$ cat config.mk
export PLATFORM = sky130hd
export DESIGN_NAME = td4_prog_dumper
export DESIGN_NICKNAME = d
export VERILOG_FILES = /design/src/rtl/td4_prog_dumper.sv
export SDC_FILE = /design/constraint.sdc
export NUM_CORES = 1
export LEC_CHECK = 0
export CAP_MARGIN = 25
export CORE_MARGIN = 4
export CORE_UTILIZATION = 62
export CTS_CLUSTER_DIAMETER = 120
export DETAILED_ROUTE_END_ITERATION = 6
export DONT_BUFFER_PORTS = 1
export PLACE_DENSITY = 0.78
export RECOVER_POWER = 25
export SYNTH_ARGS = -nofsm -noshare
export SYNTH_HDL_FRONTEND = slang
export SYNTH_SLANG_ARGS = --single-unit
$ cat constraint.sdc
create_clock -name clk -period 2.5 [get_ports clk]
set_input_delay 0.375 -clock clk [delete_from_list [all_inputs] [get_ports clk]]
set_output_delay 0.375 -clock clk [all_outputs]
set_load 0.02 [all_outputs]
$ cat src/rtl/td4_prog_dumper.sv
// TD4 program-memory dumper: walks all 16 words and sends each as an 8N1 UART frame on tx.
// Optional macro TD4_DUMP_CHECKSUM_EN appends a 17th frame carrying the mod-256 sum of the bytes.
module td4_prog_dumper #(
  parameter int CLKS_PER_BIT = 16
) (
  input  logic       clk,
  input  logic       rst,
  input  logic       start,
  input  logic [3:0] mem_opcode,
  input  logic [3:0] mem_immediate,
  output logic [3:0] mem_addr,
  output logic       busy,
  output logic       done,
  output logic       tx
);

  localparam int BAUD_W = (CLKS_PER_BIT > 2) ? $clog2(CLKS_PER_BIT) : 1;

  typedef enum logic [2:0] {
    IDLE,
    FETCH,
    START,
    DATA,
    STOP,
    DONE
`ifdef TD4_DUMP_CHECKSUM_EN
    , CSUM_START
`endif
  } state_t;

  state_t            state;
  logic [BAUD_W-1:0] baud;
  logic [2:0]        bit_cnt;
  logic [7:0]        shift;
  logic              baud_last;
  logic              fetch_last;
  logic              last_word;
  logic              csum_next;

`ifdef TD4_DUMP_CHECKSUM_EN
  logic [7:0] csum;
  logic       csum_sent;
`endif

  function automatic logic [7:0] add_mod256(input logic [7:0] a, input logic [7:0] b);
    return a + b;
  endfunction

  always_comb begin
    baud_last  = (baud == BAUD_W'(CLKS_PER_BIT - 1));
    fetch_last = (baud != '0);
    last_word  = (mem_addr == 4'd15);
    csum_next  = 1'b0;
`ifdef TD4_DUMP_CHECKSUM_EN
    csum_next  = last_word && !csum_sent;
`endif
  end

  // Control FSM: all outputs registered, abort-on-reset from any state.
  always_ff @(posedge clk) begin
    if (rst) begin
      state    <= IDLE;
      tx       <= 1'b1;
      busy     <= 1'b0;
      done     <= 1'b0;
      mem_addr <= 4'd0;
      baud     <= '0;
      bit_cnt  <= 3'd0;
`ifdef TD4_DUMP_CHECKSUM_EN
      csum      <= 8'd0;
      csum_sent <= 1'b0;
`endif
    end else begin
      case (state)
        IDLE: begin
          tx   <= 1'b1;
          done <= 1'b0;
          if (start) begin
            busy     <= 1'b1;
            mem_addr <= 4'd0;
            baud     <= '0;
            state    <= FETCH;
`ifdef TD4_DUMP_CHECKSUM_EN
            csum      <= 8'd0;
            csum_sent <= 1'b0;
`endif
          end
        end

        // Two cycles with a stable address cover both combinational and registered memories.
        FETCH: begin
          if (!fetch_last) begin
            baud <= baud + BAUD_W'(1);
          end else begin
            baud    <= '0;
            bit_cnt <= 3'd0;
            tx      <= 1'b0;
            state   <= START;
`ifdef TD4_DUMP_CHECKSUM_EN
            csum <= add_mod256(csum, {mem_opcode, mem_immediate});
`endif
          end
        end

        START
`ifdef TD4_DUMP_CHECKSUM_EN
        , CSUM_START
`endif
        : begin
          if (baud_last) begin
            baud  <= '0;
            tx    <= shift[0];
            state <= DATA;
          end else begin
            baud <= baud + BAUD_W'(1);
          end
        end

        DATA: begin
          if (baud_last) begin
            baud <= '0;
            if (bit_cnt == 3'd7) begin
              tx    <= 1'b1;
              state <= STOP;
            end else begin
              bit_cnt <= bit_cnt + 3'd1;
              tx      <= shift[1];
            end
          end else begin
            baud <= baud + BAUD_W'(1);
          end
        end

        STOP: begin
          if (baud_last) begin
            baud    <= '0;
            bit_cnt <= 3'd0;
            if (csum_next) begin
              tx    <= 1'b0;
`ifdef TD4_DUMP_CHECKSUM_EN
              csum_sent <= 1'b1;
              state     <= CSUM_START;
`endif
            end else if (last_word) begin
              done  <= 1'b1;
              busy  <= 1'b0;
              state <= DONE;
            end else begin
              mem_addr <= mem_addr + 4'd1;
              state    <= FETCH;
            end
          end else begin
            baud <= baud + BAUD_W'(1);
          end
        end

        DONE: begin
          done     <= 1'b0;
          busy     <= 1'b0;
          tx       <= 1'b1;
          mem_addr <= 4'd0;
          state    <= IDLE;
        end

        default: begin
          tx    <= 1'b1;
          busy  <= 1'b0;
          done  <= 1'b0;
          state <= IDLE;
        end
      endcase
    end
  end

  // Byte shifter: loaded on the fetch latch cycle (or with the sum), shifted at each data-bit end.
  always_ff @(posedge clk) begin
    if (state == FETCH && fetch_last) begin
      shift <= {mem_opcode, mem_immediate};
`ifdef TD4_DUMP_CHECKSUM_EN
    end else if (state == STOP && baud_last && csum_next) begin
      shift <= csum;
`endif
    end else if (state == DATA && baud_last) begin
      shift <= {1'b0, shift[7:1]};
    end
  end

endmodule

-- Word-level counts from Yosys, hierarchy flattened
Index checks and enable logic that the tools add are counted.
- equal/unequal tests: 17
- muxes and demuxes: 34
- reductions and logical operators: 17
- bitwise logic cells: 2
- add/subtract/negate cells: 3
- operators with widths (cell ; count):
    two-way mux 3 bit ; 11
    one-hot mux 4 bit (3 select lines) ; 2
    two-way mux 4 bit ; 5
    != test 2 bit (second input constant) ; 9
    two-way mux 8 bit ; 2
    one-hot mux 3 bit (5 select lines) ; 1
    AND reduction 4 bit ; 3
    equality test 3 bit (second input constant) ; 3
    two-way mux 1 bit ; 9
    one-hot mux 3 bit (3 select lines) ; 1
    nonzero test 3 bit ; 3
    adder 4 x 1 -> 4 bit (second input constant) ; 2
    equality test 4 bit (second input constant) ; 2
    equality test 3 x 2 -> 1 bit (second input constant) ; 2
    AND reduction 6 bit ; 1
    OR reduction 3 bit ; 2
    AND reduction 5 bit ; 1
    one-hot mux 1 bit (4 select lines) ; 1
    nonzero test 4 bit ; 1
    adder 3 x 1 -> 3 bit (second input constant) ; 1
    equality test 3 x 1 -> 1 bit (second input constant) ; 1
    zero test 3 bit ; 1
    one-hot mux 1 bit (3 select lines) ; 1
    AND reduction 3 bit ; 1
    5 further kinds ; 7
- register bits after elaboration: 25
- input port bits: 11
- output and inout bits: 7
- logic and storage cells: 81

-- Longest topological paths before layout
Gate-level depths: netlist (run 1).
- word-level depth: 4
- mapped depth: 6
- gate-level depth less buffers: 6

-- Least setup slack after synthesis (run 1)
OpenSTA, ideal clock, no wires.
- path kind: reg-to-reg
- from: reg baud[0]
- to: reg shift[0], data pin
- buffers on the path: 1
- cell stages (with the launch flop): 7
- library setup time: 0.260 ns
- slack: 0.696 ns
- data required time: 2.240 ns
- arrival time: 1.544 ns
- cell sequence: dfxtp_1 -> inv_1 -> ha_1 -> nor3b_1 -> or3_1 -> buf_4 -> mux2_4
- cells in the longest elaborated chain, start to end: 3
- ends and longest elaborated chain (item ; line ; source):
    start: declaration ; 32 ; logic [BAUD_W-1:0] baud;
    start signal: assignment ; 93 ; baud <= baud + BAUD_W'(1);
    start signal: assignment ; 115 ; baud <= baud + BAUD_W'(1);
    start signal: assignment ; 130 ; baud <= baud + BAUD_W'(1);
    nonzero test 4 bit ; 51 ; fetch_last = (baud != '0);
    logical AND 1 bit ; 177 ; if (state == FETCH && fetch_last) begin
    two-way mux 8 bit ; 177 ;
    end signal: assignment ; 178 ; shift <= {mem_opcode, mem_immediate};
    end signal: assignment ; 184 ; shift <= {1'b0, shift[7:1]};
    end: declaration ; 34 ; logic [7:0] shift;
Every way passes these cells.
A chain may end at the register's enable or synchronous reset.

-- Worst setup path in the final report (run 1)
- from: reg state[0]
- to: reg shift[1], data pin
- cells in the longest elaborated chain, start to end: 3
- ends and longest elaborated chain (item ; line ; source):
    start: declaration ; 31 ; state_t state;
    start signal: assignment ; 62 ; state <= IDLE;
    start signal: assignment ; 82 ; state <= FETCH;
    start signal: assignment ; 98 ; state <= START;
    equality test 3 x 1 -> 1 bit ; 177 ;
    logical AND 1 bit ; 177 ;
    two-way mux 8 bit ; 177 ;
Every way passes these cells.

==> results of run 1 <==
==> flip-flops by register name, indices dropped and copies added (netlist names) <==
| register | count |
|---|---|
| baud | 4 |
| tx | 1 |
| mem_addr | 4 |
| shift | 8 |
| done | 1 |
| busy | 1 |
| bit_cnt | 3 |
| state | 3 |
==> worst register-to-register path: stages, from the launching register on <==
cell and delay (ps):
dfxtp_1 650, nand2b_1 250, or3_1 570, mux2_4 370
==> how the worst max path moves through the flow <==
stage | to | slack (ps) | cells past startpoint
5_1_grt | shift[1] | 310 | 3
4_1_cts | shift[1] | 490 | 5
2_1_floorplan | shift[0] | 700 | 6
3_5_place_dp | shift[6] | 500 | 5
3_3_place_gp | shift[6] | 550 | 5
6_report | shift[1] | 440 | 3
==> metrics by stage <==
stage	utilization [%]	cell area [um^2]
after floorplan	-	1440
after global placement	64.6	1430
after detailed placement	64.6	1430
after CTS	65.9	1460
after global routing	65.6	1450
final	65.6	1450
==> placed cells by master (no fill, tap or decap), types with 2 or more instances in the layout <==
cell,instances
a21oi_1,7
a22oi_1,2
and2_1,2
clkbuf_4,3
dfxtp_1,17
edfxtp_1,8
ha_1,5
inv_1,9
mux2_4,7
nand2_1,20
nand2b_1,2
nand3_1,7
nand4b_1,2
nor2_1,9
nor3_1,2
nor3b_1,3
o211ai_1,2
o21a_1,3
o21ai_0,4
o21ai_1,5
o22ai_1,2
o31ai_1,2
or3_1,3
or4_1,3
==> power by group through the flow <==
stage	clock [mW]	sequential, mW	combinational (mW)
3_5_place_dp	0	0.559	0.316
6_report	0.185	0.547	0.316
5_1_grt	0.209	0.556	0.347
4_1_cts	0.185	0.550	0.318
2_1_floorplan	0	0.521	0.303
3_3_place_gp	0	0.555	0.302
==> Yosys cell counts, types with 2 or more instances <==
master / instances / area [um^2]
or3_1: 3 / 18.8
o31ai_1: 2 / 15.0
a21oi_1: 7 / 35.0
buf_2: 5 / 25.0
edfxtp_1: 8 / 240
dfxtp_1: 17 / 340
buf_4: 2 / 15.0
nand3_1: 7 / 35.0
nor3_1: 2 / 10.0
ha_1: 5 / 62.6
nor2_1: 9 / 33.8
nor3b_1: 3 / 22.5
nand2_1: 20 / 75.1
and2_1: 2 / 12.5
o21ai_0: 4 / 20.0
mux2_4: 7 / 105
a22oi_1: 2 / 15.0
nand4b_1: 2 / 17.5
inv_1: 9 / 33.8
o21ai_1: 5 / 25.0
o21a_1: 3 / 22.5
o211ai_1: 2 / 15.0
o22ai_1: 2 / 12.5
or4_1: 3 / 22.5
==> layer usage <==
metal	vias to the layer above	GRT usage, %	wire (um)
met5	-	0	0
met4	0	3.39	18
met3	2	3.71	138
met2	28	30.2	1360
met1	544	24.8	1320
li1	557	-	-
==> layout make-up <==
class                      count  share of cell area, %
multi-input combinational    111                   52.5
sequential                    25                   40.0
inverter                      10                   2.59
tap                           28                   2.42
clock buffer                   3                   1.55
timing repair buffer           1                  0.518
clock inverter                 1                  0.345
==> kinds of logic after synthesis <==
group,count (synthesis),share of synthesized area (%)
and+or+nand+nor,60,22.8
AOI/OAI and AO/OA,38,18.2
DFF,25,40.2
buffers and inverters,19,6.42
muxes,8,7.98
adders and majority gates,5,4.34
==> qor.txt, run 1 <==
Reg2Reg Launch Point - state[0]
Origin of the worst setup path - state[0]
Run status - finished, final reports clean
Place WS - 500 ps
Clock tree from TritonCTS - built
Switching Fraction - 35.2%
Sequential standard cell area - 581 um^2
GRT Total Usage - 18.3%
Area overhead of the layout relative to synthesis - 0.520%
Number of antenna violations at the first check in global routing - 0
Count of unique library cells instantiated by Yosys - 48
Area of the core region - 2210 um^2
# port buffers - 0
Leakage - 0.538 nW
Detail Placement HPWL - 2080 um
Post-cts gate resize count - 0
Largest net degree at the start of global routing - 22
Cell Int Power - 0.679 mW
Final routed wirelength across all metal layers - 2830 um
Effective utilization at floorplan - 65.2%
Critical path, cell by cell - nand2b_1 -> or3_1 -> mux2_4
Proportion of synthesized flip-flops having asynchronous set or reset - 0%
Clock group share of total power - 17.6%
Footprint of the multi-input gates - 762 um^2
Depth of the most critical reg-to-reg path - 3
Clk buf depth - 2
Fill count - 198
Total power - 1.05 mW
Maximum level of the CTS H-tree - 1
Worst Clk Skew - 7.98 ps
Number of instances in the synthesized netlist - 155
Number of global-route vias before repair - 1025
Slew Limit Headroom - 53.7%
Number of hold buffers added after cts - 0
Buffers plus inverters on the worst setup path - 0
Count of endpoints failing setup in the final report - 0
Count of pins over their slew limit - 0
Req. time, crit path - 2590 ps
Yosys warning total - 0
Max cap viols - 0
Biggest cell delay along the critical path - 650 ps
Count of antenna diodes in the layout - 0
Upper clock frequency limit - 486 MHz
Top_reg_cell synth - dfxtp_1
Via density per instance - 6.32
Mean Syn Cell Area - 9.31 um^2
Switching component of the power - 0.369 mW
Unrepaired setup endpoints after global routing - no
CTS root buf - clkbuf_4
Io pins - 18
Number of DRC markers after the initial detailed-route iteration - 48
Total global routing overflow - 0
Number of buffers added for setup after CTS - 0
Reg2reg setup slack - 440 ps
Hold path endpoint - state[1]
Number of cells after detailed placement - 175
Min-Delay Startpoint - rst
Sum of negative setup slack - 0 ps
Antenna viol nets, final - 0
Total clock buffers created by CTS - 3
WS Path Type - register to register
Cell area after synthesis - 1440 um^2
Share of the clock period used by the worst path after layout - 82.3%
Worst hold path stage count - 1
Family with the most delay on the worst path - simple AND/OR/NAND/NOR gates
Share of total power in combinational logic - 30.1%
Power Dens Cells - 722 nW/um^2
Final weighted congestion in routability-driven placement - 0.865
Worst IR Drop VDD - 0.465 mV
Final number of hold-violating endpoints - 0
Routed wire per std cell - 15.8 um
Detailed Routing Iterations Pass 1 - 4
Transition time at the pin with the least slew margin - 694 ps
Count of flip-flops with a built-in enable after synthesis - 8
Startpoint type of the worst setup path - register
Share of cells above drive strength 1 - 11.9%
Standard-cell row count - 17
Register area share after synthesis - 40.2%
Shortest period the worst path allows - 2060 ps
Syn Nets - 171
Die Outline Area - 3160 um^2
Final net count - 168
Later-pin clock latency in the skew report - 310 ps
CTS clk-pin slew, worst paths - 150 ps
Critical path fanouts, max - 15
Critical-path cell with the highest stage delay - dfxtp_1
FF-to-FF End - shift[1]
Remaining DRCs - 0
Global-route wire length before repair - 4710 um
Sequential fraction of design power - 52.2%
Chip Width - 56.2 um
Final setup slack of the worst path - 443 ps
CTS sink count - 25
Path category of the worst min-delay check - primary input to register
Non-filler instance count after layout - 179
Register bit count reported by yosys - 25
Data arrival at the endpoint of the critical path - 2150 ps
Category of the worst setup path capture point - register
Worst hold margin - 104 ps
Die height - 56.2 um
Overall via count from detail_route - 1131
No activity file was read; power rests on OpenSTA's default activity.
==> run 2: changes to the inputs <==
clock period = 2.1 ns   (was 2.5 ns; I/O delays follow)
==> qor.txt, run 2 (same netlist as run 1, synthesis figures left out) <==
Worst hold margin - 37.2 ps (-66.3 ps)
WS Path Type - register to register
Number of buffers added for setup after CTS - 0 (unchanged)
Stages on worst setup path - 5 (+2)
Chip Width - 56.2 um (unchanged)
Number of hold buffers added after cts - 0 (unchanged)
Family with the most delay on the worst path - simple AND/OR/NAND/NOR gates
Req. time, crit path - 2190 ps (-400 ps)
Category of the worst setup path capture point - register
Final number of hold-violating endpoints - 0 (unchanged)
Maximum level of the CTS H-tree - 1 (unchanged)
GRT Total Usage - 18.9% (+0.64 points)
Largest net degree at the start of global routing - 21 (-4.5%)
Post-route cell area - 1500 um^2 (+3.5%)
CTS clk-pin slew, worst paths - 130 ps (-20 ps)
CTS root buf - clkbuf_4
Footprint of the multi-input gates - 774 um^2 (+1.6%)
Data arrival at the endpoint of the critical path - 1960 ps (-190 ps)
Final weighted congestion in routability-driven placement - 0.838 (-3.2%)
Total power - 1.27 mW (+21%)
Non-filler instance count after layout - 184 (+2.8%)
Sum of negative setup slack - 0 ps (unchanged)
Clock group share of total power - 16.8% (-0.8 points)
Power Dens Cells - 844 nW/um^2 (+17%)
Later-pin clock latency in the skew report - 320 ps (about the same)
Layer with the highest usage after global routing - met2
Final setup slack of the worst path - 228 ps (-214 ps)
Max cap viols - 0 (unchanged)
Reg2reg setup slack - 230 ps (-210 ps)
Global-route wire length before repair - 4790 um (+1.6%)
Area overhead of the layout relative to synthesis - 3.99%
Place WS - 77.4 ps (-422 ps)
Die Outline Area - 3160 um^2 (unchanged)
Reg2Reg Launch Point - baud[0]
Number of DRC markers after the initial detailed-route iteration - 64 (+33%)
Worst Clk Skew - 8.09 ps (+0.107 ps)
Buffers plus inverters on the worst setup path - 1 (+1)
Max reg flops - 8 (unchanged)
Standard-cell row count - 17 (unchanged)
Overall via count from detail_route - 1138 (+0.62%)
Met3 global-route usage - 3.94% (+0.23 points)
Count of pins over their slew limit - 0 (unchanged)
Origin of the worst setup path - baud[0]
Worst IR Drop VDD - 0.502 mV (+8.1%)
Clock tree from TritonCTS - built
Die height - 56.2 um (unchanged)
Count of endpoints failing setup in the final report - 0 (unchanged)
Final routed wirelength across all metal layers - 2860 um (+1.1%)
Run status - finished, final reports clean
Total global routing overflow - 0 (unchanged)
FF-to-FF End - shift[2]
Post-cts gate resize count - 0 (unchanged)
Io pins - 18 (unchanged)
Sequential standard cell area - 581 um^2 (unchanged)
Post-Place Cell Area - 1470 um^2 (+2.6%)
Shortest period the worst path allows - 1870 ps (-186 ps)
Slew Limit Headroom - 64.7% (+11 points)
Fill count - 180 (-9.1%)
Worst setup path end - shift[2]
Global-route track usage on met1 - 23.2% (-1.6 points)
Share of the core filled with cells - 67.8% (+2.3 points)
Switching Fraction - 34.3% (-0.92 points)
Number of antenna violations at the first check in global routing - 0 (unchanged)
Transition time at the pin with the least slew margin - 525 ps (-169 ps)
Clk buf depth - 2 (unchanged)
Area of the core region - 2210 um^2 (unchanged)
Number of global-route vias before repair - 1114 (+8.7%)
Total clock buffers created by CTS - 3 (unchanged)
Remaining DRCs - 0 (unchanged)
Effective utilization at floorplan - 65.2% (unchanged)
Critical path, cell by cell - inv_1 -> ha_1 -> nor3b_1 -> or3_4 -> mux2_4
Detail Placement HPWL - 2140 um (+2.9%)
Share of cells above drive strength 1 - 16.0% (+4.1 points)
# port buffers - 0 (unchanged)
Grt met2 use - 31.2% (+1.0 points)
Share of the clock period used by the worst path after layout - 89.1% (+6.8 points)
Upper clock frequency limit - 534 MHz (+9.9%)
Sequential fraction of design power - 48.1% (-4.1 points)
Biggest cell delay along the critical path - 470 ps (-180 ps)
Registers with the highest flip-flop counts - shift: 8 flops, baud: 4 flops, mem_addr: 4 flops
Critical-path cell with the highest stage delay - or3_4
Via density per instance - 6.18 (-2.1%)
Unrepaired setup endpoints after global routing - no
Share of total power in combinational logic - 35.2% (+5.1 points)
Routed wire per std cell - 15.5 um (-1.7%)
Critical path fanouts, max - 9 (-6)
Path category of the worst min-delay check - primary input to register
Depth of the most critical reg-to-reg path - 5 (+2)
Leakage - 0.568 nW (+5.5%)
Final net count - 173 (+3.0%)
Detailed Routing Iterations Pass 1 - 4 (unchanged)
Number of cells after detailed placement - 180 (+2.9%)
Most common cell after layout, fill and taps aside - nand2_1
Startpoint type of the worst setup path - register
Antenna viol nets, final - 0 (unchanged)
Register bank with the most flops - shift
Count of antenna diodes in the layout - 0 (unchanged)
Cell Int Power - 0.832 mW (+23%)
Most frequent cells in the layout - nand2_1, dfxtp_1, inv_1, nor2_1, edfxtp_1
Switching component of the power - 0.434 mW (+18%)
CTS sink count - 25 (unchanged)
==> run 2: cell types whose count changed in the layout (fill, tap and decap cells not counted) <==
| cell | before | now |
|---|---|---|
| buf_4 | 1 | 6 |
| or3_4 | 0 | 1 |
| nand2b_4 | 0 | 1 |
| nand2b_1 | 2 | 1 |
| or3_1 | 3 | 2 |
==> run 2: worst min-delay path by stage <==
stage                     from     endpoint  slack, ps  cells past startpoint
global route               rst  mem_addr[3]         10                      1
finish                     rst  mem_addr[3]         40                      1
floorplan           bit_cnt[1]   bit_cnt[1]        440                      2
global placement           rst  mem_addr[2]        390                      1
CTS                        rst  mem_addr[3]         30                      1
detailed placement         rst  mem_addr[3]        390                      1
==> run 2: routing by layer <==
metal | wire (um) | vias to the layer above
met5 | 0 | -
met4 | 29 | 0
met3 | 193 | 4
met2 | 1410 | 42
met1 | 1230 | 525
li1 | - | 567
==> run 2: power groups by stage <==
stage | clock network (mW) | logic (mW) | registers (mW)
after global placement | 0 | 0.423 | 0.618
after floorplan | 0 | 0.361 | 0.620
final | 0.212 | 0.445 | 0.608
after detailed placement | 0 | 0.438 | 0.620
after global routing | 0.242 | 0.495 | 0.615
after CTS | 0.222 | 0.440 | 0.609
==> run 2: final cells by class <==
cell class / instances / area share [%]
tap: 28 / 2.34
clock inverter: 1 / 0.334
timing repair buffer: 6 / 3.00
sequential: 25 / 38.7
inverter: 10 / 2.50
multi-input combinational: 111 / 51.6
clock buffer: 3 / 1.50
==> run 2: worst register-to-register path, cell delays in order, from the launching register on <==
cell and delay [ps]:
dfxtp_1 410, inv_1 70, ha_1 200, nor3b_1 170, or3_4 470, mux2_4 330
